<file path="config.mk">
export PLATFORM = sky130hd
export DESIGN_NAME = fifo_uart_tx_flat
export DESIGN_NICKNAME = d
export VERILOG_FILES = /design/src/rtl/fifo_uart_pkg.sv /design/src/rtl/fifo_uart_tx_if.sv /design/src/rtl/uart_baud_cnt.sv /design/src/rtl/fifo_uart_tx.sv /design/src/flat_wrapper.sv
export SDC_FILE = /design/constraint.sdc
export NUM_CORES = 1
export LEC_CHECK = 0
export ABC_AREA = 0
export BUFFER_PORTS_ARGS = -buffer_cell sky130_fd_sc_hd__buf_2
export CAP_MARGIN = 20
export CORE_MARGIN = 8
export CORE_UTILIZATION = 41
export DETAILED_ROUTE_END_ITERATION = 10
export GPL_TIMING_DRIVEN = 0
export SYNTH_ARGS = -nofsm -noshare
export SYNTH_HDL_FRONTEND = slang
export SYNTH_SLANG_ARGS = --single-unit
</file>
<file path="constraint.sdc">
create_clock -name clk -period 1.6 [get_ports clk]
set_input_delay 0.16 -clock clk [delete_from_list [all_inputs] [get_ports clk]]
set_output_delay 0.16 -clock clk [all_outputs]
set_load 0.02 [all_outputs]
</file>
<file path="src/rtl/fifo_uart_pkg.sv">
// Shared types and constants for the FIFO read-side UART 8N1 transmitter.
package fifo_uart_pkg;

  localparam int UART_DATA_W     = 8;
  localparam int UART_FRAME_BITS = 10;
  localparam int UART_BIT_CNT_W  = $clog2(UART_DATA_W);

  typedef enum logic [2:0] {
    ST_IDLE  = 3'd0,
    ST_REQ   = 3'd1,
    ST_LOAD  = 3'd2,
    ST_START = 3'd3,
    ST_DATA  = 3'd4,
    ST_STOP  = 3'd5
  } uart_state_e;

  // Serial line level driven while sitting in a given state (data bits excluded).
  function automatic logic idle_level(input uart_state_e s);
    return (s != ST_START);
  endfunction

endpackage

</file>
<file path="src/rtl/fifo_uart_tx_if.sv">
// FIFO read port as seen by the drain stage: empty flag, read data and read strobe.
interface fifo_uart_tx_if
  import fifo_uart_pkg::*;
#(
  parameter int DATA_W = UART_DATA_W
);

  logic              buf_emp;
  logic [DATA_W-1:0] buf_out;
  logic              re_en;

  // master = consumer popping the FIFO, slave = the FIFO itself
  modport master (
    output re_en,
    input  buf_emp,
    input  buf_out
  );

  modport slave (
    input  re_en,
    output buf_emp,
    output buf_out
  );

endinterface

</file>
<file path="src/rtl/uart_baud_cnt.sv">
// Bit-period counter: counts 0..CLKS_PER_BIT-1, restarts on clr, ticks on the last count.
module uart_baud_cnt #(
  parameter int CLKS_PER_BIT = 16
) (
  input  logic clk,
  input  logic rst_n,
  input  logic clr,
  output logic tick
);

  localparam int                CNT_W = (CLKS_PER_BIT > 1) ? $clog2(CLKS_PER_BIT) : 1;
  localparam logic [CNT_W-1:0]  LAST  = CNT_W'(CLKS_PER_BIT - 1);

  logic [CNT_W-1:0] r_cnt;
  logic             w_wrap;

  assign w_wrap = (r_cnt == LAST);
  assign tick   = w_wrap;

  always_ff @(posedge clk or negedge rst_n) begin
    if (!rst_n) begin
      r_cnt <= '0;
    end else if (clr || w_wrap) begin
      r_cnt <= '0;
    end else begin
      r_cnt <= r_cnt + 1'b1;
    end
  end

endmodule

</file>
<file path="src/rtl/fifo_uart_tx.sv">
// Pops bytes from the FIFO read port and serialises each one as a UART 8N1 frame on tx.
module fifo_uart_tx
  import fifo_uart_pkg::*;
#(
  parameter int CLKS_PER_BIT = 16,
  parameter int DATA_W       = UART_DATA_W
) (
  input  logic                 clk,
  input  logic                 rst_n,
  input  logic                 en,
  fifo_uart_tx_if.master       rd,
  output logic                 tx,
  output logic                 busy,
  output logic [15:0]          frame_cnt
);

  localparam logic [UART_BIT_CNT_W-1:0] LAST_BIT = UART_BIT_CNT_W'(DATA_W - 1);

  uart_state_e               r_state;
  uart_state_e               w_state_next;
  logic [DATA_W-1:0]         r_shift;
  logic [DATA_W-1:0]         w_shift_next;
  logic [UART_BIT_CNT_W-1:0] r_bit_cnt;
  logic [UART_BIT_CNT_W-1:0] w_bit_cnt_next;
  logic [15:0]               r_frame_cnt;
  logic [15:0]               w_frame_cnt_next;
  logic                      r_tx;
  logic                      w_tx_next;
  logic                      r_re_en;
  logic                      w_re_en_next;
  logic                      r_busy;
  logic                      w_busy_next;
  logic                      w_tick;
  logic                      w_clr;
  logic                      w_can_pop;

  // Only looked at in IDLE and on the last STOP cycle, so a pop never hits an empty FIFO.
  assign w_can_pop = en && !rd.buf_emp;

  // The baud counter restarts on every state entry so each bit gets a full period.
  assign w_clr = (w_state_next != r_state);

  uart_baud_cnt #(
    .CLKS_PER_BIT (CLKS_PER_BIT)
  ) u_baud (
    .clk   (clk),
    .rst_n (rst_n),
    .clr   (w_clr),
    .tick  (w_tick)
  );

  always_comb begin
    w_state_next     = r_state;
    w_shift_next     = r_shift;
    w_bit_cnt_next   = r_bit_cnt;
    w_frame_cnt_next = r_frame_cnt;

    case (r_state)
      ST_IDLE: begin
        if (w_can_pop) begin
          w_state_next = ST_REQ;
        end
      end
      ST_REQ: begin
        w_state_next = ST_LOAD;
      end
      ST_LOAD: begin
        w_shift_next   = rd.buf_out;
        w_bit_cnt_next = '0;
        w_state_next   = ST_START;
      end
      ST_START: begin
        if (w_tick) begin
          w_state_next = ST_DATA;
        end
      end
      ST_DATA: begin
        if (w_tick) begin
          if (r_bit_cnt == LAST_BIT) begin
            w_state_next = ST_STOP;
          end else begin
            w_shift_next   = {1'b0, r_shift[DATA_W-1:1]};
            w_bit_cnt_next = r_bit_cnt + 1'b1;
          end
        end
      end
      ST_STOP: begin
        if (w_tick) begin
          w_frame_cnt_next = r_frame_cnt + 1'b1;
          w_state_next     = w_can_pop ? ST_REQ : ST_IDLE;
        end
      end
      default: begin
        w_state_next = ST_IDLE;
      end
    endcase
  end

  // Outputs are decoded from the next state and registered, so they line up with r_state.
  always_comb begin
    w_tx_next    = idle_level(w_state_next);
    w_re_en_next = (w_state_next == ST_REQ);
    w_busy_next  = (w_state_next != ST_IDLE);
    if (w_state_next == ST_DATA) begin
      w_tx_next = w_shift_next[0];
    end
  end

  always_ff @(posedge clk or negedge rst_n) begin
    if (!rst_n) begin
      r_state     <= ST_IDLE;
      r_shift     <= '0;
      r_bit_cnt   <= '0;
      r_frame_cnt <= '0;
      r_tx        <= 1'b1;
      r_re_en     <= 1'b0;
      r_busy      <= 1'b0;
    end else begin
      r_state     <= w_state_next;
      r_shift     <= w_shift_next;
      r_bit_cnt   <= w_bit_cnt_next;
      r_frame_cnt <= w_frame_cnt_next;
      r_tx        <= w_tx_next;
      r_re_en     <= w_re_en_next;
      r_busy      <= w_busy_next;
    end
  end

  assign rd.re_en  = r_re_en;
  assign tx        = r_tx;
  assign busy      = r_busy;
  assign frame_cnt = r_frame_cnt;

endmodule

</file>
<file path="src/flat_wrapper.sv">
// flat-port wrapper written by rule: the top's interface ports become plain ports
module fifo_uart_tx_flat import fifo_uart_pkg::*;
#(
  parameter int CLKS_PER_BIT = 16,
  parameter int DATA_W       = UART_DATA_W
)
  (clk, rst_n, en, tx, busy, frame_cnt, rd_re_en, rd_buf_emp, rd_buf_out);
  fifo_uart_tx_if #(.DATA_W(DATA_W)) rd_i ();
  input  logic clk;
  input  logic rst_n;
  input  logic en;
  output logic tx;
  output logic busy;
  output logic [15:0] frame_cnt;
  output wire logic [$bits(rd_i.re_en)-1:0] rd_re_en;
  input wire logic [$bits(rd_i.buf_emp)-1:0] rd_buf_emp;
  input wire logic [$bits(rd_i.buf_out)-1:0] rd_buf_out;
  assign rd_re_en = rd_i.re_en;
  assign rd_i.buf_emp = rd_buf_emp;
  assign rd_i.buf_out = rd_buf_out;
  fifo_uart_tx #(.CLKS_PER_BIT(CLKS_PER_BIT), .DATA_W(DATA_W)) u_core (.clk(clk), .rst_n(rst_n), .en(en), .rd(rd_i), .tx(tx), .busy(busy), .frame_cnt(frame_cnt));
endmodule
</file>
== Word level (Yosys, flattened, before mapping) ==
Index checks and enable logic that the tools add are counted.

* Bits in registers: 37
* Input bits: 12
* Output and inout port bits: 19
* Word-level logic and storage cells: 48

* $add $sub $neg: 3
* Equality and inequality tests: 13
* Multiplexer cells: 15
* Reduce and logical (&&, ||, !) cells: 8

{| class="wikitable"
|+ Operator list
! cell !! count
|-
| $mux W3 || 7
|-
| $pmux W3 S6 || 1
|-
| $add A16 B1 Y16 const B || 1
|-
| $mux W8 || 2
|-
| $pmux W8 S2 || 1
|-
| $eq A3 B3 Y1 const B || 4
|-
| $eq A3 B1 Y1 const B || 2
|-
| $eq A3 B2 Y1 const B || 2
|-
| $pmux W3 S2 || 1
|-
| $add A4 B1 Y4 const B || 1
|-
| $eq A4 B4 Y1 const B || 1
|-
| $mux W4 || 1
|-
| $ne A2 B2 Y1 const B || 2
|-
| $add A3 B1 Y3 const B || 1
|-
| $logic_not A3 Y1 || 1
|-
| $ne A3 B2 Y1 const B || 1
|-
| $ne A3 B3 Y1 || 1
|-
| $reduce_and A3 Y1 || 1
|-
| $reduce_bool A3 Y1 || 1
|-
| $mux W1 || 2
|-
| $reduce_and A2 Y1 || 1
|-
| $reduce_bool A2 Y1 || 1
|-
| $logic_and A1 B1 Y1 || 1
|-
| $logic_not A1 Y1 || 1
|-
| $logic_or A1 B1 Y1 || 1
|}

== Depth between registers and ports, before layout ==
Gate-level depths: netlist of run 1.

* Word-level depth: 8
* Gate-level depth with buffers: 7
* Depth with buffers taken out: 6

== Modules after synthesis ==
From an unflattened synthesis of run 1, not the netlist that was laid out.

* Cells, all modules: 163
* Area total of the unflattened synthesis: 1778.0 sq um

{| class="wikitable"
|+ By module, submodules not included
! module !! times used !! cells an instance !! area each (sq um) !! seq. area each (sq um)
|-
| fifo_uart_tx || 1 || 150 || 1606.5 || 827.0
|-
| uart_baud_cnt || 1 || 13 || 171.4 || 100.1
|}

== Least setup slack after synthesis of run 1 ==
Ideal clock, no wire load.

* Kind: reg-to-reg
* Start: register u_core.u_baud.r_cnt[0]
* End: register u_core.r_tx (netlist: u_core.tx)
* Setup time: 97 ps
* Data arrival time: 1563 ps
* Required time: 1503 ps
* Slack: -60 ps
* Cell stages (with the launch flop): 8
* Buffers on the path: 2
* Clock period less this slack: 1660 ps
* Path through: dfrtp_1 > ha_1 > and3_1 > buf_6 > buf_12 > a211o_1 > a221oi_2 > a211oi_2

* Word-level cells in the longest chain between the ends: 5
* Elaborated cells on any way between the ends: 10
* Those cells by class: eq/ne (3); mux (7)

{| class="wikitable"
|+ RTL lines
! item !! line !! text
|-
| from (decl) || uart_baud_cnt.sv:14 || <nowiki>logic [CNT_W-1:0] r_cnt;</nowiki>
|-
| from (signal assigned) || uart_baud_cnt.sv:26 || <nowiki>r_cnt <= r_cnt + 1'b1;</nowiki>
|-
| $eq A4 B4 Y1 (*) || uart_baud_cnt.sv:17 || <nowiki>assign w_wrap = (r_cnt == LAST);</nowiki>
|-
| $mux W3 (on tied branches) || fifo_uart_tx.sv:88, fifo_uart_tx.sv:73, fifo_uart_tx.sv:78 ||
|-
| $pmux W3 S6 || fifo_uart_tx.sv:58 || <nowiki>case (r_state)</nowiki>
|-
| $ne A3 B2 Y1 / $eq A3 B3 Y1 (equally long branches) || fifo_uart_pkg.sv:19, fifo_uart_tx.sv:104 ||
|-
| $mux W1 (*) || fifo_uart_tx.sv:104 || <nowiki>if (w_state_next == ST_DATA) begin</nowiki>
|-
| via u_core.w_tx_next || fifo_uart_tx.sv:28 || <nowiki>logic w_tx_next;</nowiki>
|-
| to (signal assigned) || fifo_uart_tx.sv:123 || <nowiki>r_tx <= w_tx_next;</nowiki>
|-
| to (decl) || fifo_uart_tx.sv:27 || <nowiki>logic r_tx;</nowiki>
|}

Mark *: on every way through the listed nets, which the timed path passes. The rest lies on a longest branch. The select of a mux whose other input is x is not followed.
A chain may end at the register's enable or synchronous reset.

== Final worst setup path of run 1 ==
* Start: register u_core.r_bit_cnt[0]
* End: register u_core.r_tx (netlist: u_core.tx)

* Word-level cells in the longest chain between the ends: 6
* Elaborated cells on any way between the ends: 10
* Those cells by class: eq/ne (3); mux (7)

{| class="wikitable"
|+ RTL lines
! item !! line !! text
|-
| from (decl) || fifo_uart_tx.sv:23 || <nowiki>logic [UART_BIT_CNT_W-1:0] r_bit_cnt;</nowiki>
|-
| from (signal assigned) || fifo_uart_tx.sv:121 || <nowiki>r_bit_cnt <= w_bit_cnt_next;</nowiki>
|-
| $eq A3 B3 Y1 (*) || fifo_uart_tx.sv:79 || <nowiki>if (r_bit_cnt == LAST_BIT) begin</nowiki>
|-
| $mux W3 || fifo_uart_tx.sv:79 ||
|-
| $mux W3 || fifo_uart_tx.sv:78 || <nowiki>if (w_tick) begin</nowiki>
|-
| $pmux W3 S6 || fifo_uart_tx.sv:58 ||
|-
| $ne A3 B2 Y1 / $eq A3 B3 Y1 (equally long branches) || fifo_uart_pkg.sv:19, fifo_uart_tx.sv:104 ||
|-
| $mux W1 (*) || fifo_uart_tx.sv:104 ||
|-
| via u_core.w_tx_next || fifo_uart_tx.sv:28 ||
|}

Marks and branches as above.

==> summary.txt, run 1 <==
Logic synthesis
  – Synth area leaders: dfrtp_1 (48%), nand2_1 (5.0%), xor2_1 (4.7%)
  – Top cell type's share of synthesized area: 48.4%
  – Syn nets: 179
  – Number of synthesized flops with an enable pin: 0
  – Post-synthesis sequential element count: 37
  – Post-synthesis cell count: 163
  – Primary FF master, synth: dfrtp_1
  – Mapped cell area: 1860 µm²
  – Fraction of registers with async set/reset: 100%
  – Top cell type by total area after synthesis: dfrtp_1
  – Mapped Avg Cell Area: 11.4 µm²
  – Sequential share of the synthesized area: 49.8%
  – Count of different cell masters after synthesis: 44
  – Ys Warns: 0
  – Top-count cell post-synth: dfrtp_1
  – Synth cell count leaders: dfrtp_1 (36), nand2_1 (25), xor2_1 (10)

Worst setup path
  – Worst Path Max Fanout: 3
  – CP Capture Type: flip-flop
  – Critical Path AT: 1.89 ns
  – CP startpoint kind: flip-flop
  – Critical Path RT: 1.80 ns
  – Kind of critical path: reg -> reg

Clocking
  – Worst skew pair latency: 0.29 ns
  – CTS tree: built
  – CTS sink cnt: 37
  – CTS root buf: clkbuf_8
  – Clk slew on worst S/H paths: 0.07 ns
  – CTS Buf Count: 5
  – Htree depth: 2
  – CTS max path bufs: 2

Placement
  – GP Congestion: 0.805
  – HPWL Detailed: 2840 µm
  – Pre-CTS setup slack: -0.182 ns
  – Port-buffer cells: 30

Run
  – Max cap viols: 0

Drt
  – Vias: 1419
  – DRC Markers: 0
  – WL/cell: 15.7 µm
  – Total Wirelength: 4220 µm
  – Drt initial violations: 37
  – DR vias/cell: 5.28
  – First drt pass iteration count: 4
  – Routed Antenna Nets: 0

Timing
  – Min Tclk post-route: 1.69 ns
  – Final Setup Violations: 11
  – Actual slew at the worst max-slew pin: 0.844 ns
  – Max-slew headroom: 43.7%
  – Hold Vio Cnt, Final: 0
  – Max Slew Vio Count: 0
  – Clk_skew: 0.00698 ns
  – Tcrit/Tclk final: 106%
  – Unrepaired setup endpoints after global routing: yes
  – Hold_ws: 0.0774 ns
  – Fmax: 0.591 GHz
  – Final worst slack: -0.0908 ns
  – Setup TNS: -0.399 ns

Power and ir drop
  – Pwr dens: 702 nW/µm²
  – Static leakage: 1.18 nW
  – VDD IR max: 0.392 mV

Final layout
  – Final Util: 54.9%
  – Ant. Diodes: 0
  – Final Net Count: 232
  – Share of cells above drive strength 1: 42.9%
  – Area growth, synth to finish: 28.4%

GRT
  – Met2 usage in global routing: 20.3%
  – GRT Util Overall: 12.4%
  – Antenna violations before repair: 0
  – Met3 Track Usage GR: 4.39%
  – Met1 Resource Use GR: 14.6%
  – Largest net degree at the start of global routing: 38
  – GRT overflow: 0
  – Via count of the first global-routing pass: 1529
  – Global-route wire length before repair: 7220 µm
  – GRT busiest layer: met2

Floorplan
  – Row cnt: 24
  – Die area: 6950 µm²
  – Core Box Area: 4350 µm²
  – Starting Density: 42.8%
  – Die H: 83.4 µm
  – Chip width: 83.4 µm
  – IO Pins: 31

Hold path
  – Hold Path Class: in -> reg

Status
  – Status: finished with violations
  – Failing checks: negative setup slack
## cell usage in the layout, fill, tap and decap left out, types with 3 or more instances in the layout
| master | synthesis | routed |
|---|---|---|
| a22oi_2 | 0 | 6 |
| nand2_2 | 0 | 3 |
| xor2_1 | 10 | 10 |
| buf_6 | 2 | 4 |
| nand2b_1 | 4 | 3 |
| buf_4 | 3 | 16 |
| nor3_1 | 6 | 4 |
| nand2_1 | 25 | 22 |
| nand4_1 | 4 | 4 |
| clkbuf_8 | 0 | 6 |
| buf_2 | 0 | 30 |
| o21ai_1 | 0 | 3 |
| nor2_1 | 7 | 6 |
| nor3_2 | 1 | 3 |
| nand3_1 | 6 | 6 |
| inv_1 | 3 | 3 |
| xnor2_1 | 7 | 7 |
| dfrtp_1 | 36 | 36 |
## repair_timing
| action | in CTS | in global routing |
|---|---|---|
| cloned | 1 | 0 |
| gates resized for setup | 2 | 23 |
| hold endpoints to repair | 12 | 0 |
| setup endpoints to repair | 20 | 26 |
| pin swaps | 12 | 19 |
| buffers inserted | 9 | 6 |
| hold buffers | 1 | 0 |
## per-layer routing
layer | vias to the layer above | share of wire (%)
met5 | - | 0
li1 | 680 | -
met2 | 25 | 53
met1 | 710 | 42
met3 | 4 | 4.6
met4 | 0 | 0.59
## power breakdown
| group | switching [mW] | leakage (nW) | internal [mW] |
|---|---|---|---|
| Clock | 0.315 | 0.0455 | 0.351 |
| Sequential | 0.00753 | 0.464 | 0.946 |
| Combinational | 0.0338 | 0.668 | 0.0249 |
## final cells by class
type	count	area [µm²]
Buffer	5	57.6
Fill cell	391	1960
Sequential cell	37	927
Timing Repair Buffer	47	288
Inverter	3	11.3
Tap cell	52	65.1
Multi-Input combinational cell	117	952
Clock buffer	8	90.1
## final timing paths
| kind | startpoint | to | slack, ns | depth (start not counted) |
|---|---|---|---|---|
| setup / recovery | u_core.r_bit_cnt[0] | u_core.tx | -0.09 | 7 |
| hold / removal | rd_buf_out[7] | u_core.r_shift[7] | 0.08 | 3 |
| setup reg to reg | u_core.r_bit_cnt[0] | u_core.tx | -0.09 | 7 |
| hold reg to reg | u_core.frame_cnt[15] | u_core.frame_cnt[15] | 0.48 | 1 |
| max in group asynchronous | rst_n | u_core.r_shift[2] | 0.55 | 2 |
| min in group asynchronous | rst_n | u_core.r_state[0] | 0.52 | 2 |
## worst max-delay path: stages (launching register included)
cell and delay [ns]:
dfrtp_1 0.40, ha_2 0.21, ha_4 0.17, nor4b_4 0.19
buf_4 0.17, a32o_2 0.20, a221oi_2 0.05, a211oi_2 0.22
## state kept, by name, indices dropped and copies added (netlist names)
name	cells
u_core.busy	1
u_core.frame_cnt	16
u_core.r_bit_cnt	3
u_core.r_shift	8
u_core.r_state	3
u_core.rd.re_en	1
u_core.tx	1
u_core.u_baud.r_cnt	4
## metrics by stage
step                      instance area [µm²]  total power [mW]  instances
after detailed placement                 2110              1.02        245
after global placement                   2110              1.02        245
after global routing                     2390              1.76        269
final                                    2390              1.68        269
after floorplan                          1890             0.985        163
after CTS                                2290              1.70        264
## logic make-up (layout without fill, tap and decap cells)
kind of cell,count (synthesis),in the layout,share of synthesized area (%)
mux,3,3,1.75
simple gates,69,69,23.5
fa+ha+maj,4,4,2.69
flops,37,37,49.8
xor+xnor,17,17,8.00
compound gates,24,24,10.2
buf+inv,9,63,4.10
(Power assumes the default switching activity.)
==> inputs of run 2 (changes only) <==
--- a/config.mk
+++ b/config.mk
@@ -12,6 +12,7 @@
 export CORE_UTILIZATION = 41
 export DETAILED_ROUTE_END_ITERATION = 10
 export GPL_TIMING_DRIVEN = 0
+export REMOVE_ABC_BUFFERS = 1
 export SYNTH_ARGS = -nofsm -noshare
 export SYNTH_HDL_FRONTEND = slang
 export SYNTH_SLANG_ARGS = --single-unit
==> summary.txt, run 2 (same netlist as run 1, synthesis figures left out) <==
Drt
  – First drt pass iteration count: 4 (unchanged)
  – Total Wirelength: 3630 µm (-14%)
  – Met2 routed WL: 1730 µm (-22%)
  – DRC Markers: 0 (unchanged)
  – Drt initial violations: 60 (+62%)
  – DR vias/cell: 5.20 (-1.4%)
  – WL/cell: 13.9 µm (-11%)
  – Max layer used: met4
  – Met3 wire len: 249 µm (+30%)
  – DRT met1 WL: 1630 µm (-8.0%)
  – Routed Antenna Nets: 0 (unchanged)
  – Vias: 1358 (-4.3%)

Placement
  – HPWL Detailed: 2530 µm (-11%)
  – Pre-CTS setup slack: -0.518 ns (-0.336 ns)
  – Port-buffer cells: 30 (unchanged)
  – Placed Cells: 239 (-2.4%)
  – GP Congestion: 0.746 (-7.3%)

Clocking
  – Clk slew on worst S/H paths: 0.07 ns (about the same)
  – CTS Buf Count: 5 (unchanged)
  – CTS root buf: clkbuf_8
  – CTS tree: built
  – CTS max path bufs: 2 (unchanged)
  – Htree depth: 2 (unchanged)
  – CTS sink cnt: 37 (unchanged)
  – Worst skew pair latency: 0.29 ns (about the same)

Worst setup path
  – Critical-path top delay cell: dfrtp_1
  – Critical Path RT: 1.80 ns (about the same)
  – CP top delay family: compound AO/OA/AOI/OAI gates
  – Crit-path cells: ha_2 -> ha_4 -> nor4b_4 -> buf_4 -> a21oi_4 -> a221oi_2 -> a211oi_2
  – Worst reg-to-reg path cell count: 7 (unchanged)
  – Crit path buf inv count: 1 (unchanged)
  – Kind of critical path: reg -> reg
  – CP startpoint kind: flip-flop
  – Critical Path AT: 1.88 ns (about the same)
  – CP Capture Type: flip-flop
  – CP max stage delay: 0.38 ns (-0.02 ns)
  – Worst Path Max Fanout: 4 (+1)
  – WP depth: 7 (unchanged)

Run
  – Max cap viols: 0 (unchanged)

Final layout
  – Footprint of the multi-input gates: 952 µm² (unchanged)
  – Area growth, synth to finish: 23.4%
  – Final cell count without fillers: 261 (-3.0%)
  – Final Util: 52.8% (-2.2 points)
  – Final Net Count: 224 (-3.4%)
  – Share of cells above drive strength 1: 39.2% (-3.6 points)
  – Sequential cell area: 928 µm² (+0.13%)
  – Commonest non-fill, non-tap cell in the layout: dfrtp_1
  – Fill cells: 376 (-3.8%)
  – Max FFs per register: 16 (unchanged)
  – Ant. Diodes: 0 (unchanged)
  – Most frequent cells in the layout: dfrtp_1 (35), buf_2 (30), nand2_1 (19)

Floorplan
  – Chip width: 83.4 µm (unchanged)
  – IO Pins: 31 (unchanged)
  – Die area: 6950 µm² (unchanged)
  – Die H: 83.4 µm (unchanged)
  – Core Box Area: 4350 µm² (unchanged)
  – Row cnt: 24 (unchanged)
  – Starting Density: 42.8% (unchanged)

GRT
  – GRT Util Overall: 10.6% (-1.7 points)
  – Largest net degree at the start of global routing: 38 (unchanged)
  – GRT overflow: 0 (unchanged)
  – Antenna violations before repair: 0 (unchanged)
  – Via count of the first global-routing pass: 1355 (-11%)
  – Global-route wire length before repair: 6130 µm (-15%)

Timing
  – Actual slew at the worst max-slew pin: 0.806 ns (-0.0382 ns)
  – Tcrit/Tclk final: 105% (-0.41 points)
  – Clk_skew: 0.00575 ns (-0.00123 ns)
  – Max Slew Vio Count: 0 (unchanged)
  – Unrepaired setup endpoints after global routing: yes
  – Final Setup Violations: 4 (-7)
  – Hold Vio Cnt, Final: 0 (unchanged)
  – Min Tclk post-route: 1.68 ns (-0.00650 ns)
  – Hold_ws: 0.0820 ns (+0.00459 ns)
  – Max-slew headroom: 46.3% (+2.5 points)
  – Final worst slack: -0.0843 ns (+0.00650 ns)
  – Fmax: 0.594 GHz (+0.39%)

Hold path
  – Hold Path Depth: 3 (unchanged)
  – Hold Path Class: in -> reg

Power and ir drop
  – Static leakage: 1.13 nW (-3.9%)
  – VDD IR max: 0.519 mV (+32%)
  – Pwr dens: 706 nW/µm² (+0.56%)

Status
  – Status: finished with violations
  – Failing checks: negative setup slack
-- run 2: metal layers --
layer / track usage, % / vias up
li1: - / 664
met1: 12.3 / 659
met2: 16.8 / 33
met3: 4.00 / 2
met4: 5.27 / 0
met5: 0 / -
-- run 2: final timing paths --
path	start	endpoint	slack, ns
max	u_core.r_bit_cnt[0]	u_core.tx	-0.08
min	rd_buf_out[7]	u_core.r_shift[7]	0.08
max reg2reg	u_core.r_bit_cnt[0]	u_core.tx	-0.08
min reg2reg	u_core.frame_cnt[15]	u_core.frame_cnt[15]	0.46
max in group asynchronous	rst_n	u_core.r_state[0]	0.54
min in group asynchronous	rst_n	u_core.frame_cnt[15]	0.50
-- run 2: metrics by stage --
stage	instance area, µm²	total power [mW]	setup TNS, ns
6_report	2300	1.62	-0.139
4_1_cts	2190	1.65	-0.471
3_5_place_dp	2010	1.02	-7.68
5_1_grt	2300	1.71	-0.924
3_3_place_gp	2010	1.02	-6.37
2_1_floorplan	1800	0.984	-1.35
-- run 2: where the power goes --
part	total, mW	switching (mW)	internal [mW]
Clock	0.618	0.317	0.301
Combinational	0.0504	0.0298	0.0206
Sequential	0.954	0.00734	0.946
-- run 2: repair_timing --
item	in CTS	in global routing
pin swaps	4	11
cloned	0	1
buffers inserted	7	5
hold endpoints to repair	36	0
gates resized for setup	11	16
setup endpoints to repair	29	30
hold buffers	1	0
-- run 2: layout make-up --
cell class | count | area share [%]
clock buffers | 6 | 3.16
multi-input cells | 118 | 41.4
well taps | 52 | 2.83
flip-flops and latches | 37 | 40.4
repair buffers | 43 | 11.2
clock inverters | 2 | 0.436
inverters | 3 | 0.490
-- run 2: worst min-delay path: cells and delay by family --
family | cells | cell delay, ns
AND/OR/NAND/NOR | 1 | 0.04
AO/OA/AOI/OAI | 1 | 0.06
buffers and inverters | 1 | 0.07
==> inputs of run 3 (changes only) <==
--- a/config.mk
+++ b/config.mk
@@ -10,9 +10,12 @@
 export CAP_MARGIN = 20
 export CORE_MARGIN = 8
 export CORE_UTILIZATION = 41
+export CTS_BUF_LIST = sky130_fd_sc_hd__clkbuf_8
 export DETAILED_ROUTE_END_ITERATION = 10
 export GPL_TIMING_DRIVEN = 0
 export REMOVE_ABC_BUFFERS = 1
+export SETUP_SLACK_MARGIN = 0.3
+export SKIP_LAST_GASP = 1
 export SYNTH_ARGS = -nofsm -noshare
 export SYNTH_HDL_FRONTEND = slang
 export SYNTH_SLANG_ARGS = --single-unit
==> summary.txt, run 3 (same netlist as run 1, synthesis figures left out) <==
Status
  – Status: finished with violations
  – Failing checks: negative setup slack

Drt
  – DRC Markers: 0 (unchanged)
  – Vias: 1414 (+4.1%)
  – WL/cell: 15.0 µm (+8.0%)
  – First drt pass iteration count: 4 (unchanged)
  – DR vias/cell: 5.30 (+1.8%)
  – Routed Antenna Nets: 0 (unchanged)
  – Drt initial violations: 78 (+30%)
  – Total Wirelength: 4010 µm (+10%)

Power and ir drop
  – Post-layout total power: 1.62 mW (-0.25%)
  – Pwr dens: 673 nW/µm² (-4.6%)
  – Static leakage: 1.21 nW (+7.1%)
  – VDD IR max: 0.505 mV (-2.5%)

Floorplan
  – Die area: 6950 µm² (unchanged)
  – Die H: 83.4 µm (unchanged)
  – Chip width: 83.4 µm (unchanged)
  – Starting Density: 42.8% (unchanged)
  – Row cnt: 24 (unchanged)
  – Core Box Area: 4350 µm² (unchanged)
  – IO Pins: 31 (unchanged)

GRT
  – GRT Util Overall: 11.3% (+0.65 points)
  – Global-route wire length before repair: 6530 µm (+6.6%)
  – Antenna violations before repair: 0 (unchanged)
  – GRT overflow: 0 (unchanged)
  – Via count of the first global-routing pass: 1427 (+5.3%)
  – Largest net degree at the start of global routing: 38 (unchanged)

Final layout
  – Final Net Count: 230 (+2.7%)
  – Max FFs per register: 16 (unchanged)
  – Area growth, synth to finish: 29.0%
  – Share of cells above drive strength 1: 44.2% (+5.0 points)
  – Ant. Diodes: 0 (unchanged)
  – Commonest non-fill, non-tap cell in the layout: dfrtp_1
  – Non-Filler Cell Area, Final: 2400 µm² (+4.6%)
  – Final Util: 55.2% (+2.4 points)
  – Most frequent cells in the layout: dfrtp_1 (33), buf_2 (31), nand2_1 (23)

Worst setup path
  – Worst Path Max Fanout: 4 (unchanged)
  – Critical Path RT: 1.79 ns (about the same)
  – Critical-path top delay cell: dfrtp_1
  – CP top delay family: compound AO/OA/AOI/OAI gates
  – Crit-path cells: ha_2 -> ha_4 -> nor4b_4 -> buf_4 -> a21oi_4 -> a221oi_2 -> a211oi_2
  – Kind of critical path: reg -> reg
  – CP max stage delay: 0.39 ns (about the same)
  – Critical Path AT: 1.89 ns (about the same)
  – CP Capture Type: flip-flop
  – CP startpoint kind: flip-flop
  – CP startpoint: u_core.r_bit_cnt[1]
  – RR Startpoint: u_core.r_bit_cnt[1]
  – Crit path buf inv count: 1 (unchanged)

Timing
  – Actual slew at the worst max-slew pin: 0.813 ns (+0.00744 ns)
  – Final Setup Violations: 13 (+9)
  – Hold Vio Cnt, Final: 0 (unchanged)
  – Min Tclk post-route: 1.70 ns (+0.0116 ns)
  – Max Slew Vio Count: 0 (unchanged)
  – Fmax: 0.590 GHz (-0.68%)
  – Clk_skew: 0.00450 ns (-0.00125 ns)
  – Max-slew headroom: 45.8% (-0.50 points)
  – Unrepaired setup endpoints after global routing: yes
  – Tcrit/Tclk final: 106% (+0.73 points)
  – Final worst slack: -0.0959 ns (-0.0116 ns)

Hold path
  – Hold path startpoint: rd_buf_out[7]
  – Hold Path Class: in -> reg

Clocking
  – CTS root buf: clkbuf_8
  – CTS sink cnt: 37 (unchanged)
  – Clk slew on worst S/H paths: 0.07 ns (about the same)
  – CTS max path bufs: 2 (unchanged)
  – Htree depth: 2 (unchanged)
  – Worst skew pair latency: 0.29 ns (about the same)
  – CTS tree: built
  – CTS Buf Count: 5 (unchanged)

Placement
  – GP Congestion: 0.746 (unchanged)
  – Port-buffer cells: 30 (unchanged)
  – DP Area: 2010 µm² (unchanged)
  – HPWL Detailed: 2530 µm (unchanged)

Run
  – Max cap viols: 0 (unchanged)
==> run 3: changes by cell type in the layout (fill, tap and decap cells not counted), sizes merged <==
cell    before  now
inv          3    4
buf         42   48
clkbuf       6    5
==> run 3: final timing paths <==
| path | end | slack [ns] | depth (start not counted) |
|---|---|---|---|
| setup / recovery | u_core.tx | -0.1 | 7 |
| hold / removal | u_core.r_shift[7] | 0.08 | 3 |
| setup reg to reg | u_core.tx | -0.1 | 7 |
| hold reg to reg | u_core.frame_cnt[15] | 0.47 | 1 |
| max in group asynchronous | u_core.r_state[0] | 0.53 | 2 |
| min in group asynchronous | u_core.frame_cnt[15] | 0.50 | 2 |
==> run 3: area by class of cell <==
class,instances,area (µm²)
clock buffer,5,68.8
sequential,37,931
clock inverter,3,13.8
inverter,3,11.3
fill,372,1950
tap,52,65.1
timing repair buffer,49,297
multi-input combinational,118,1020
==> run 3: timing repair <==
| action | 4_1_cts | 5_1_grt |
|---|---|---|
| pin swaps | 10 | 15 |
| endpoints found under the setup margin | 37 | 34 |
| gates cloned | 1 | 0 |
| gates resized for setup | 29 | 14 |
| hold buffers | 1 | 0 |
| hold endpoints to repair | 36 | 0 |
| buffers inserted | 15 | 3 |
==> run 3: where the power goes <==
part / internal [mW] / total [mW] / switching (mW)
Clock: 0.295 / 0.615 / 0.320
Combinational: 0.0211 / 0.0512 / 0.0300
Sequential: 0.946 / 0.952 / 0.00599
==> run 3: metrics by stage <==
| step | setup WS (ns) | cells | hold WS, ns | setup TNS, ns |
|---|---|---|---|---|
| 5_1_grt | -0.171 | 267 | 0.0768 | -1.54 |
| 4_1_cts | -0.0594 | 264 | 0.0757 | -0.205 |
| 2_1_floorplan | -0.264 | 157 | -0.136 | -1.35 |
| 6_report | -0.0959 | 267 | 0.0765 | -0.463 |
| 3_5_place_dp | -0.518 | 239 | 0.302 | -7.68 |
| 3_3_place_gp | -0.473 | 239 | 0.282 | -6.37 |
==> run 3: layer usage <==
layer	global-route usage, %	up-vias	part of all wire [%]
met2	18.7	33	51
li1	-	678	-
met5	0	-	0
met1	12.4	699	42
met3	4.10	4	6.3
met4	5.59	0	0.77
==> run 3: worst min-delay path: cells and delay by family <==
kind,cells,cell delay (ns)
AOI/OAI and AO/OA,1,0.05
buffers and inverters,1,0.07
and+or+nand+nor,1,0.05
